==> config.mk <==
export PLATFORM = sky130hd
export DESIGN_NAME = tm1638_bcd_display
export DESIGN_NICKNAME = d
export VERILOG_FILES = /design/src/rtl/tm1638_bcd_display.sv
export SDC_FILE = /design/constraint.sdc
export NUM_CORES = 1
export LEC_CHECK = 0
export ABC_AREA = 1
export CAP_MARGIN = 25
export CORE_UTILIZATION = 30
export DETAILED_ROUTE_END_ITERATION = 16
export DONT_BUFFER_PORTS = 1
export SLEW_MARGIN = 25
export SYNTH_ARGS = -nofsm -noshare
export SYNTH_HDL_FRONTEND = slang
export SYNTH_SLANG_ARGS = --single-unit
==> constraint.sdc <==
create_clock -name clk -period 3.4 [get_ports clk]
set_clock_uncertainty 0.1 [all_clocks]
set_input_delay 1.02 -clock clk [delete_from_list [all_inputs] [get_ports clk]]
set_output_delay 1.02 -clock clk [all_outputs]
set_load 0.1 [all_outputs]
==> src/rtl/tm1638_bcd_display.sv <==
`default_nettype none
// ============================================================================
// Module   : tm1638_bcd_display
// Purpose  : Latches a 4-digit packed BCD value and writes one complete
//            TM1638 refresh frame (mode, address + 16 data, display control).
// Revision : 1.0
// ============================================================================
module tm1638_bcd_display #(
    parameter int         CLK_DIV    = 4,
    parameter logic [2:0] BRIGHTNESS = 3'd7,
    parameter logic       BLANK_LZ   = 1'b1
) (
    input  logic        clk,
    input  logic        rst,
    input  logic [15:0] BCD,
    input  logic        update,
    output logic        busy,
    output logic        done,
    output logic        stb,
    output logic        tm_clk,
    output logic        dio
);

    localparam int               DIV_W      = (CLK_DIV > 1) ? $clog2(CLK_DIV) : 1;
    localparam logic [DIV_W-1:0] c_DIV_LAST = DIV_W'(CLK_DIV - 1);

    localparam logic [2:0] c_IDLE  = 3'd0;
    localparam logic [2:0] c_SETUP = 3'd1;
    localparam logic [2:0] c_SHIFT = 3'd2;
    localparam logic [2:0] c_HOLD  = 3'd3;
    localparam logic [2:0] c_GAP   = 3'd4;

    localparam logic [1:0] c_T1 = 2'd0;
    localparam logic [1:0] c_T2 = 2'd1;
    localparam logic [1:0] c_T3 = 2'd2;

    logic [2:0]       r_state;
    logic [2:0]       w_state_next;
    logic [1:0]       r_txn;
    logic [DIV_W-1:0] r_div;
    logic             r_half;
    logic [2:0]       r_bit;
    logic [4:0]       r_byte;
    logic [15:0]      r_digits;
    logic             r_done;

    logic             w_div_last;
    logic             w_half_end;
    logic [4:0]       w_last_byte;
    logic             w_shift_end;
    logic [3:0]       w_addr;
    logic [7:0]       w_tx_byte;
    logic [3:0]       w_blank;
    logic [7:0]       w_code [4];

    assign w_div_last  = (r_div == c_DIV_LAST);
    assign w_half_end  = w_div_last & r_half;
    assign w_last_byte = (r_txn == c_T2) ? 5'd16 : 5'd0;
    assign w_shift_end = w_half_end & (r_bit == 3'd7) & (r_byte == w_last_byte);

    function automatic logic [7:0] seg7(input logic [3:0] n);
        logic [7:0] s;
        case (n)
            4'd0:    s = 8'h3F;
            4'd1:    s = 8'h06;
            4'd2:    s = 8'h5B;
            4'd3:    s = 8'h4F;
            4'd4:    s = 8'h66;
            4'd5:    s = 8'h6D;
            4'd6:    s = 8'h7D;
            4'd7:    s = 8'h07;
            4'd8:    s = 8'h7F;
            4'd9:    s = 8'h6F;
            default: s = 8'h40;
        endcase
        return s;
    endfunction

    // Blanking propagates right from the thousands digit until a nonzero
    // (or invalid) nibble; the units digit always shows.
    assign w_blank[0] = BLANK_LZ & (r_digits[15:12] == 4'd0);
    assign w_blank[1] = w_blank[0] & (r_digits[11:8] == 4'd0);
    assign w_blank[2] = w_blank[1] & (r_digits[7:4] == 4'd0);
    assign w_blank[3] = 1'b0;

    for (genvar k = 0; k < 4; k++) begin : g_digit
        assign w_code[k] = w_blank[k] ? 8'h00 : seg7(r_digits[15-4*k -: 4]);
    end

    // Byte 0 of T2 is the address command; bytes 1..16 map to addresses 0..15.
    always_comb begin
        w_addr    = r_byte[3:0] - 4'd1;
        w_tx_byte = 8'h00;
        case (r_txn)
            c_T1: w_tx_byte = 8'h40;
            c_T2: begin
                if (r_byte == 5'd0)
                    w_tx_byte = 8'hC0;
                else if (w_addr[3] && !w_addr[0])
                    w_tx_byte = w_code[w_addr[2:1]];
            end
            c_T3:    w_tx_byte = {5'b10001, BRIGHTNESS};
            default: w_tx_byte = 8'h00;
        endcase
    end

    always_ff @(posedge clk or posedge rst) begin
        if (rst)
            r_state <= c_IDLE;
        else
            r_state <= w_state_next;
    end

    always_comb begin
        w_state_next = r_state;
        case (r_state)
            c_IDLE:  if (update)      w_state_next = c_SETUP;
            c_SETUP: if (w_div_last)  w_state_next = c_SHIFT;
            c_SHIFT: if (w_shift_end) w_state_next = c_HOLD;
            c_HOLD:  if (w_div_last)  w_state_next = (r_txn == c_T3) ? c_IDLE : c_GAP;
            c_GAP:   if (w_half_end)  w_state_next = c_SETUP;
            default: w_state_next = c_IDLE;
        endcase
    end

    always_ff @(posedge clk or posedge rst) begin
        if (rst) begin
            r_txn    <= c_T1;
            r_div    <= '0;
            r_half   <= 1'b0;
            r_bit    <= 3'd0;
            r_byte   <= 5'd0;
            r_digits <= 16'h0000;
            r_done   <= 1'b0;
        end else begin
            r_done <= (r_state == c_HOLD) && w_div_last && (r_txn == c_T3);
            if (r_state == c_IDLE) begin
                r_div  <= '0;
                r_half <= 1'b0;
                r_bit  <= 3'd0;
                r_byte <= 5'd0;
                if (update) begin
                    r_txn    <= c_T1;
                    r_digits <= BCD;
                end
            end else begin
                r_div <= w_div_last ? '0 : r_div + DIV_W'(1);
                // r_half selects the low/high half of a bit, or of the gap
                if (w_div_last && (r_state == c_SHIFT || r_state == c_GAP))
                    r_half <= ~r_half;
                if (r_state == c_SHIFT && w_half_end) begin
                    r_bit <= r_bit + 3'd1;
                    if (r_bit == 3'd7)
                        r_byte <= (r_byte == w_last_byte) ? 5'd0 : r_byte + 5'd1;
                end
                if (r_state == c_GAP && w_half_end)
                    r_txn <= r_txn + 2'd1;
            end
        end
    end

    always_comb begin
        busy   = (r_state != c_IDLE);
        done   = r_done;
        stb    = 1'b1;
        tm_clk = 1'b1;
        dio    = 1'b1;
        case (r_state)
            c_SETUP, c_HOLD: stb = 1'b0;
            c_SHIFT: begin
                stb    = 1'b0;
                tm_clk = r_half;
                dio    = w_tx_byte[r_bit];
            end
            default: ;
        endcase
    end

endmodule
`default_nettype wire

==> results.md, run 1 <==
- Status: completed
- GRT Residual Overflow: 0
- Number of synthesized flops with an enable pin: 0
- Via Count: 2399
- Syn Inst Count: 370
- FF-to-FF path depth: 8
- Via/cell ratio: 4.78
- Nets: 444
- Seq cells post-synth: 33
- Final setup TNS: 0 ns
- RSZ-0062 raised after global routing: true
- Critical Path RT: 2.28 ns
- DR iter-0 viols: 122
- First-pass GRT wire length: 9960 microns
- Avg Cell Area, Syn: 7.07 sq um
- Maximum vdd drop: 122 uV
- Most area-hungry cell type in the Yosys netlist: dfrtp_1
- Drt first pass iters: 4
- Complex-gate fraction of the synthesized area: 0.114
- Final wirelength: 5950 microns
- CTS tree: done
- Die Width: 95.4 microns
- Delay-heaviest family, CP: simple AND/OR/NAND/NOR gates
- CP peak stage delay: 0.44 ns
- CTS Buffer Depth: 2
- IO buf count: 0
- Synth Cell Area: 2620 sq um
- Area share of the largest cell type after synthesis: 0.316
- Fin. max-slew vios: 0
- Routed wire per std cell: 11.9 microns
- Post-place instance area: 2790 sq um
- CTS root buffer: clkbuf_8
- Fmax: 0.296 GHz
- Top-count cell post-synth: nand2_1
- # diodes: 0
- Synth cell types: 30
- Hold Path End: r_div[0]$_DFF_PP0_
- Sink Count: 33
- Switching share of power: 0.226
- Synth-to-Final Area Change: 16.9%
- Adder-Cell Fraction of Synth Area: 0.139
- Combinational share of power: 0.013
- Synth Flop Type: dfrtp_1
- Post-route ant nets: 0
- Fin crit share: 0.994
- Fin area: 3060 sq um
- Die area: 9090 sq um
- Synth warnings: 0
- H-Tree Depth: 2
- Core area: 8340 sq um
- Worst-Margin Slew: 0.922 ns
- Ranking of synthesized cells by area: dfrtp_1, ha_1, nand2_1
- Commonest cells in the synthesized netlist: nand2_1, nor2_1, nand3_1
- All-Layer GR Usage: 0.141
- CTS buffer count: 5
- Worst EP arrival: 2.26 ns
- Number of global-route vias before repair: 2256
- Routability cong.: 0.980
- Switching power: 0.000156 W
- Internal Pwr Total: 0.000535 W
- Largest net degree at the start of global routing: 35
- IO Count: 24
- Worst Setup Start Kind: flip-flop
- DP Wirelength: 4370 microns
- WP buf/inv: 3
- Post-Synth Simple-Gate Area: 0.349
- Worst-path clk slew: 0.07 ns
- Initial antenna violation count: 0
- Worst R2R End: r_byte[4]$_DFFE_PP0P_
- Slowest stage cell, crit path: dfrtp_2
- Power per cell area: 226 nW/um^2
- Crit path cell chain: inv_4, ha_4, nand2_4, nor2_4, nand3_4, buf_4, nand3_1, nand2_1, nand2_1, nand3_1, nand3_1, a21oi_1, nand2_1, nand3_2, buf_12
- Mux cell area share after synthesis: 0
- Worst hold path depth: 1
- Fraction of layout cells with a size suffix above 1: 0.194
- Clock power share: 0.420
- RR Startpoint: r_state[0]$_DFFE_PP0P_
- HP Class: flip-flop to flip-flop
- Critical path fanouts, max: 5
- Clock Latency Late Sink: 0.29 ns
- WS Path Type: flip-flop to primary output
- Final Worst Setup Slack: 0.0211 ns
- Reg2reg setup slack: 1.42 ns
- Leak: 1.50 nW
- Synth Net Count: 418
- MaxCap Viol Count: 0
- # rows: 33
- Fin crit period: 3.38 ns
- Starting Density: 0.314
- Beginning of the worst hold path: r_div[0]$_DFF_PP0_
- Remaining DRCs: 0
- Die Span Y: 95.4 microns
- Rel. slew slack: 0.384
- XOR/XNOR share of the synthesized area: 0.00622
- Reg power frac: 0.567
- # setup viols final: 0
- Final hold violation count: 0
- Setup crit end kind: primary output
- Place WS: 0.128 ns
- Fraction of registers with async set/reset: 1.00
- Largest family of logic cells by synthesized area: simple AND/OR/NAND/NOR gates
- Sequential-to-total area share from yosys stat: 0.316
[repair_timing]
action / CTS / global route
setup endpoints to repair: 1 / 1
hold buffers: 0 / 0
resized for setup: 8 / 20
setup buffers: 1 / 16
pin swaps: 0 / 8
[registers in the layout, summed over array words and instances (netlist names)]
register / count
r_half: 1
r_byte: 5
done: 1
r_div: 2
r_bit: 3
r_digits: 16
r_txn: 2
r_state: 3
[worst register-to-register path, cell delays in order (launching register included)]
cell	delay (ns)
dfrtp_1	0.45
nor2_2	0.16
inv_1	0.10
nor2_4	0.13
inv_2	0.27
nand2_2	0.24
nand3_2	0.10
nor3_1	0.14
and3b_1	0.19
[final cells by class]
type	count	area, sq um
Fill cell	881	5280
Multi-Input combinational cell	285	1650
Sequential cell	33	827
Timing Repair Buffer	23	185
Inverter	48	185
Tap cell	105	131
Clock buffer	6	72.6
Clock inverter	2	10.0
[power groups by stage]
stage / Combinational [W] / Sequential [W] / Clock [W]
after floorplan: 0.00000589 / 0.000400 / 0
after global placement: 0.00000965 / 0.000400 / 0
after detailed placement: 0.00000973 / 0.000400 / 0
after CTS: 0.00000991 / 0.000392 / 0.000302
after global routing: 0.0000108 / 0.000392 / 0.000315
final: 0.00000882 / 0.000392 / 0.000290
[layer usage]
metal | global-route usage | part of all wire | up-vias
met3 | 0.0295 | 0.033 | 6
met1 | 0.185 | 0.48 | 1106
li1 | - | - | 1250
met5 | 0 | 0 | -
met4 | 0.0556 | 0.014 | 0
met2 | 0.226 | 0.47 | 37
[worst max-delay path by stage]
stage | end | startpoint | slack [ns] | cells after the start
6_report | dio | r_digits[9]$_DFFE_PP0P_ | 0.02 | 15
4_1_cts | dio | r_digits[9]$_DFFE_PP0P_ | 0.003 | 18
5_1_grt | dio | r_digits[5]$_DFFE_PP0P_ | -0.15 | 18
3_3_place_gp | dio | r_byte[0]$_DFFE_PP0P_ | 0.20 | 14
3_5_place_dp | dio | r_byte[0]$_DFFE_PP0P_ | 0.13 | 14
2_1_floorplan | dio | r_byte[0]$_DFFE_PP0P_ | 0.19 | 16
[logic make-up after synthesis]
logic type / Yosys count
AO/OA/AOI/OAI: 54
XOR/XNOR: 1
adder cells (fa/ha/maj): 29
buffers and inverters: 52
flip-flops: 33
AND/OR/NAND/NOR: 201
[layout by cell type, fill, tap and decap left out, types with 3 or more instances in the layout]
cell / instances
nor2_2: 6
a21oi_1: 28
inv_2: 16
nand3_1: 43
dfrtp_1: 32
clkbuf_8: 5
nand2_2: 4
nor3_1: 4
nand3_2: 4
inv_1: 30
nor2_4: 3
nor2_1: 43
ha_1: 27
nand2_1: 86
o21ai_0: 12
o21ai_1: 5
buf_4: 22
[stage by stage]
| step | hold slack (ns) | cells | power [W] | util |
|---|---|---|---|---|
| detailed placement | 0.333 | 477 | 0.000410 | 0.334 |
| global placement | 0.324 | 477 | 0.000410 | 0.334 |
| finish | 0.337 | 502 | 0.000692 | 0.367 |
| floorplan | 0.315 | 370 | 0.000406 | - |
| global route | 0.372 | 502 | 0.000718 | 0.367 |
| CTS | 0.343 | 486 | 0.000704 | 0.347 |
(Power assumes the default switching activity.)
==> inputs of run 2 (changes only) <==
Settings changed: ABC_AREA 1 to not set.
==> results.md, run 2 <==
- Status: complete, but fails checks
- Failing checks: negative setup slack
- # rows: 34 (+3.0%)
- RR Startpoint: r_state[2]$_DFFE_PP0P_
- CP peak stage delay: 0.39 ns (-0.05 ns)
- Fin crit period: 3.49 ns (+0.108 ns)
- Number of global-route vias before repair: 2286 (+1.3%)
- Fraction of registers with async set/reset: 1.00 (unchanged)
- Switching power: 0.000167 W (+6.5%)
- Clock power share: 0.498 (+0.078)
- Via/cell ratio: 5.29 (+11%)
- WP buf/inv: 2 (-1)
- Beginning of the worst hold path: r_div[0]$_DFF_PP0_
- Area share of the largest cell type after synthesis: 0.308 (-0.00824)
- Post-CTS Hold Fix Bufs: 0 (unchanged)
- Worst-path clk slew: 0.08 ns (about the same)
- MaxCap Viol Count: 0 (unchanged)
- Die area: 9330 sq um (+2.6%)
- Setup crit end kind: primary output
- Power per cell area: 246 nW/um^2 (+8.6%)
- Post-route ant nets: 0 (unchanged)
- # setup viols final: 1 (+1)
- Final hold violation count: 0 (unchanged)
- Clock Latency Late Sink: 0.30 ns (about the same)
- Drt first pass iters: 4 (unchanged)
- Slowest stage cell, crit path: dfrtp_1
- HP Class: flip-flop to flip-flop
- Place WS: 0.0101 ns (-0.118 ns)
- Synth Cell Area: 2690 sq um (+2.7%)
- Synth-to-Final Area Change: 21.2%
- Routed wire per std cell: 15.2 microns (+28%)
- Most frequent cells in the layout: dfrtp_1, buf_4, nand2_1, ha_1, nor2_1
- FF-to-FF path depth: 4 (-4)
- Via Count: 2337 (-2.6%)
- Rel. slew slack: 0.422 (+0.0386)
- H-Tree Depth: 2 (unchanged)
- Core area: 8680 sq um (+4.1%)
- Number of synthesized flops with an enable pin: 0 (unchanged)
- Sink Count: 33 (unchanged)
- Initial antenna violation count: 0 (unchanged)
- Most area-hungry cell type in the Yosys netlist: dfrtp_1
- CTS tree: done
- Routability cong.: 0.848 (-13%)
- Max FFs per register: 16 (unchanged)
- CTS Buffer Depth: 2 (unchanged)
- Fin. max-slew vios: 0 (unchanged)
- Starting Density: 0.309 (-0.00413)
- Combinational share of power: 0.011 (-0.002)
- Delay-heaviest family, CP: compound AO/OA/AOI/OAI gates
- Final hold slack: 0.334 ns (-0.00266 ns)
- Worst EP arrival: 2.37 ns (+0.11 ns)
- Remaining DRCs: 0 (unchanged)
- IO buf count: 0 (unchanged)
- GRT Residual Overflow: 0 (unchanged)
- Largest net degree at the start of global routing: 34 (-2.9%)
- Fmax: 0.287 GHz (-3.1%)
- Avg Cell Area, Syn: 8.63 sq um (+22%)
- Critical Path RT: 2.28 ns (about the same)
- Die Span Y: 96.6 microns (+1.3%)
- Final Worst Setup Slack: -0.0866 ns (-0.108 ns)
- Reg2reg setup slack: 1.10 ns (-0.32 ns)
- WS Path Type: flip-flop to primary output
- Most used cell, CP: o211ai_1
- Area of the multi-input gates: 1820 sq um (+11%)
- Synth cell types: 56 (+87%)
- Worst R2R End: r_digits[6]$_DFFE_PP0P_
- Worst-Margin Slew: 0.867 ns (-0.0550 ns)
- Worst hold path depth: 1 (unchanged)
- Nets: 381 (-14%)
- Biggest registers after layout: r_digits (16), r_byte (5)
- Fin crit share: 1.03 (+0.0317)
- DP Wirelength: 4810 microns (+9.9%)
- Critical path fanouts, max: 5 (unchanged)
- Maximum vdd drop: 125 uV (+2.5%)
- IO Count: 24 (unchanged)
- Final wirelength: 6710 microns (+13%)
- Leak: 1.36 nW (-9.9%)
- Final setup TNS: -0.0866 ns (-0.0866 ns)
- Synth warnings: 0 (unchanged)
- CTS root buffer: clkbuf_8
- Top-count cell post-synth: dfrtp_1
- CTS buffer count: 5 (unchanged)
- Crit path cell chain: inv_2, ha_4, nand4bb_4, o211ai_1, o22ai_1, a221oi_2, o211ai_1, a21boi_4, buf_12
- Fraction of layout cells with a size suffix above 1: 0.243 (+0.0486)
- DR iter-0 viols: 99 (-19%)
- Total power after layout: 0.000799 W (+16%)
- Syn Inst Count: 311 (-16%)
- Switching share of power: 0.209 (-0.0177)
- Commonest cells in the synthesized netlist: dfrtp_1, ha_1, inv_1, nand2_1, nor2_1
- Die Width: 96.6 microns (+1.3%)
- Ranking of synthesized cells by area: dfrtp_1, ha_1, o21ai_0
- Synth Net Count: 359 (-14%)
- Reg power frac: 0.491 (-0.076)
- Worst Setup Start Kind: flip-flop
- RSZ-0062 raised after global routing: true
- Reg area: 827 sq um (unchanged)
- Synth Flop Type: dfrtp_1
- All-Layer GR Usage: 0.147 (+0.00608)
- Sequential-to-total area share from yosys stat: 0.308 (-0.00824)
- # diodes: 0 (unchanged)
- Most flops, register: r_digits
- Hold Path End: r_div[0]$_DFF_PP0_
- First-pass GRT wire length: 11200 microns (+12%)
- Internal Pwr Total: 0.000632 W (+18%)
- Fillers: 901 (+2.3%)
- Commonest non-fill, non-tap cell in the layout: dfrtp_1
- Seq cells post-synth: 33 (unchanged)
==> run 2: cell types whose count changed after synthesis, sizes merged, moves of 14 or more <==
cell,change
inv,-23
a21oi,-14
nand3,-44
nor2,-28
nand2,-66
==> run 2: repair_timing <==
item / CTS / global route
endpoints found under the setup margin: 1 / 1
pin swaps: 8 / 7
cloned: 0 / 0
buffers inserted: 7 / 1
resized for setup: 30 / 9
==> run 2: area by class of cell <==
cell class	instances	share of cell area
inverters	26	0.0315
clock inverters	1	0.00923
multi-input cells	235	0.559
well taps	108	0.0415
repair buffers	32	0.0777
flip-flops and latches	33	0.254
clock buffers	7	0.0265
==> run 2: how the worst max path moves through the flow <==
| stage | cells past startpoint | to | from | slack (ns) |
|---|---|---|---|---|
| 2_1_floorplan | 8 | dio | r_byte[0]$_DFFE_PP0P_ | 0.01 |
| 3_3_place_gp | 9 | dio | r_digits[8]$_DFFE_PP0P_ | 0.1 |
| 3_5_place_dp | 9 | dio | r_digits[8]$_DFFE_PP0P_ | 0.01 |
| 4_1_cts | 9 | dio | r_digits[13]$_DFFE_PP0P_ | -0.03 |
| 5_1_grt | 9 | dio | r_digits[9]$_DFFE_PP0P_ | -0.20 |
| 6_report | 9 | dio | r_digits[8]$_DFFE_PP0P_ | -0.09 |
==> run 2: power groups by stage <==
stage | sequential [W] | combinational (W) | clock (W)
2_1_floorplan | 0.000400 | 0.00000599 | 0
3_3_place_gp | 0.000400 | 0.00000987 | 0
3_5_place_dp | 0.000400 | 0.0000102 | 0
4_1_cts | 0.000392 | 0.0000101 | 0.000408
5_1_grt | 0.000392 | 0.0000110 | 0.000423
6_report | 0.000392 | 0.00000909 | 0.000398
==> run 2: cell families (layout without fill, tap and decap cells) <==
| logic type | after synthesis | after routing | synth area share |
|---|---|---|---|
| XOR/XNOR | 6 | 6 | 0.0196 |
| flip-flops | 33 | 33 | 0.308 |
| AND/OR/NAND/NOR | 103 | 103 | 0.206 |
| AO/OA/AOI/OAI | 84 | 84 | 0.209 |
| multiplexers | 13 | 13 | 0.0517 |
| buffers and inverters | 43 | 66 | 0.0713 |
| adder cells (fa/ha/maj) | 29 | 29 | 0.135 |
==> run 2: through the flow <==
| step | utilization | cells | instance area (sq um) |
|---|---|---|---|
| 2_1_floorplan | - | 311 | 2700 |
| 3_3_place_gp | 0.338 | 426 | 2930 |
| 3_5_place_dp | 0.338 | 426 | 2930 |
| 4_1_cts | 0.370 | 441 | 3210 |
| 5_1_grt | 0.375 | 442 | 3250 |
| 6_report | 0.375 | 442 | 3250 |
==> run 2: worst register-to-register path: stages (launching register included) <==
cell and delay, ns:
dfrtp_1 0.50, nor3_1 0.34, buf_4 0.24, and2_1 0.61, mux2_2 0.41
==> run 2: per-layer routing <==
metal	vias to the layer above	global-route usage	wire, microns
met5	-	0	0
met4	0	0.0620	170
met3	16	0.0390	331
met2	60	0.217	2940
met1	1110	0.203	3270
li1	1151	-	-
==> inputs of run 3 (changes only) <==
Settings changed: SLEW_MARGIN 25 to not set.
==> results of run 3 <==
Same layout as run 2: the final DEF is identical, and so are final timing and power.
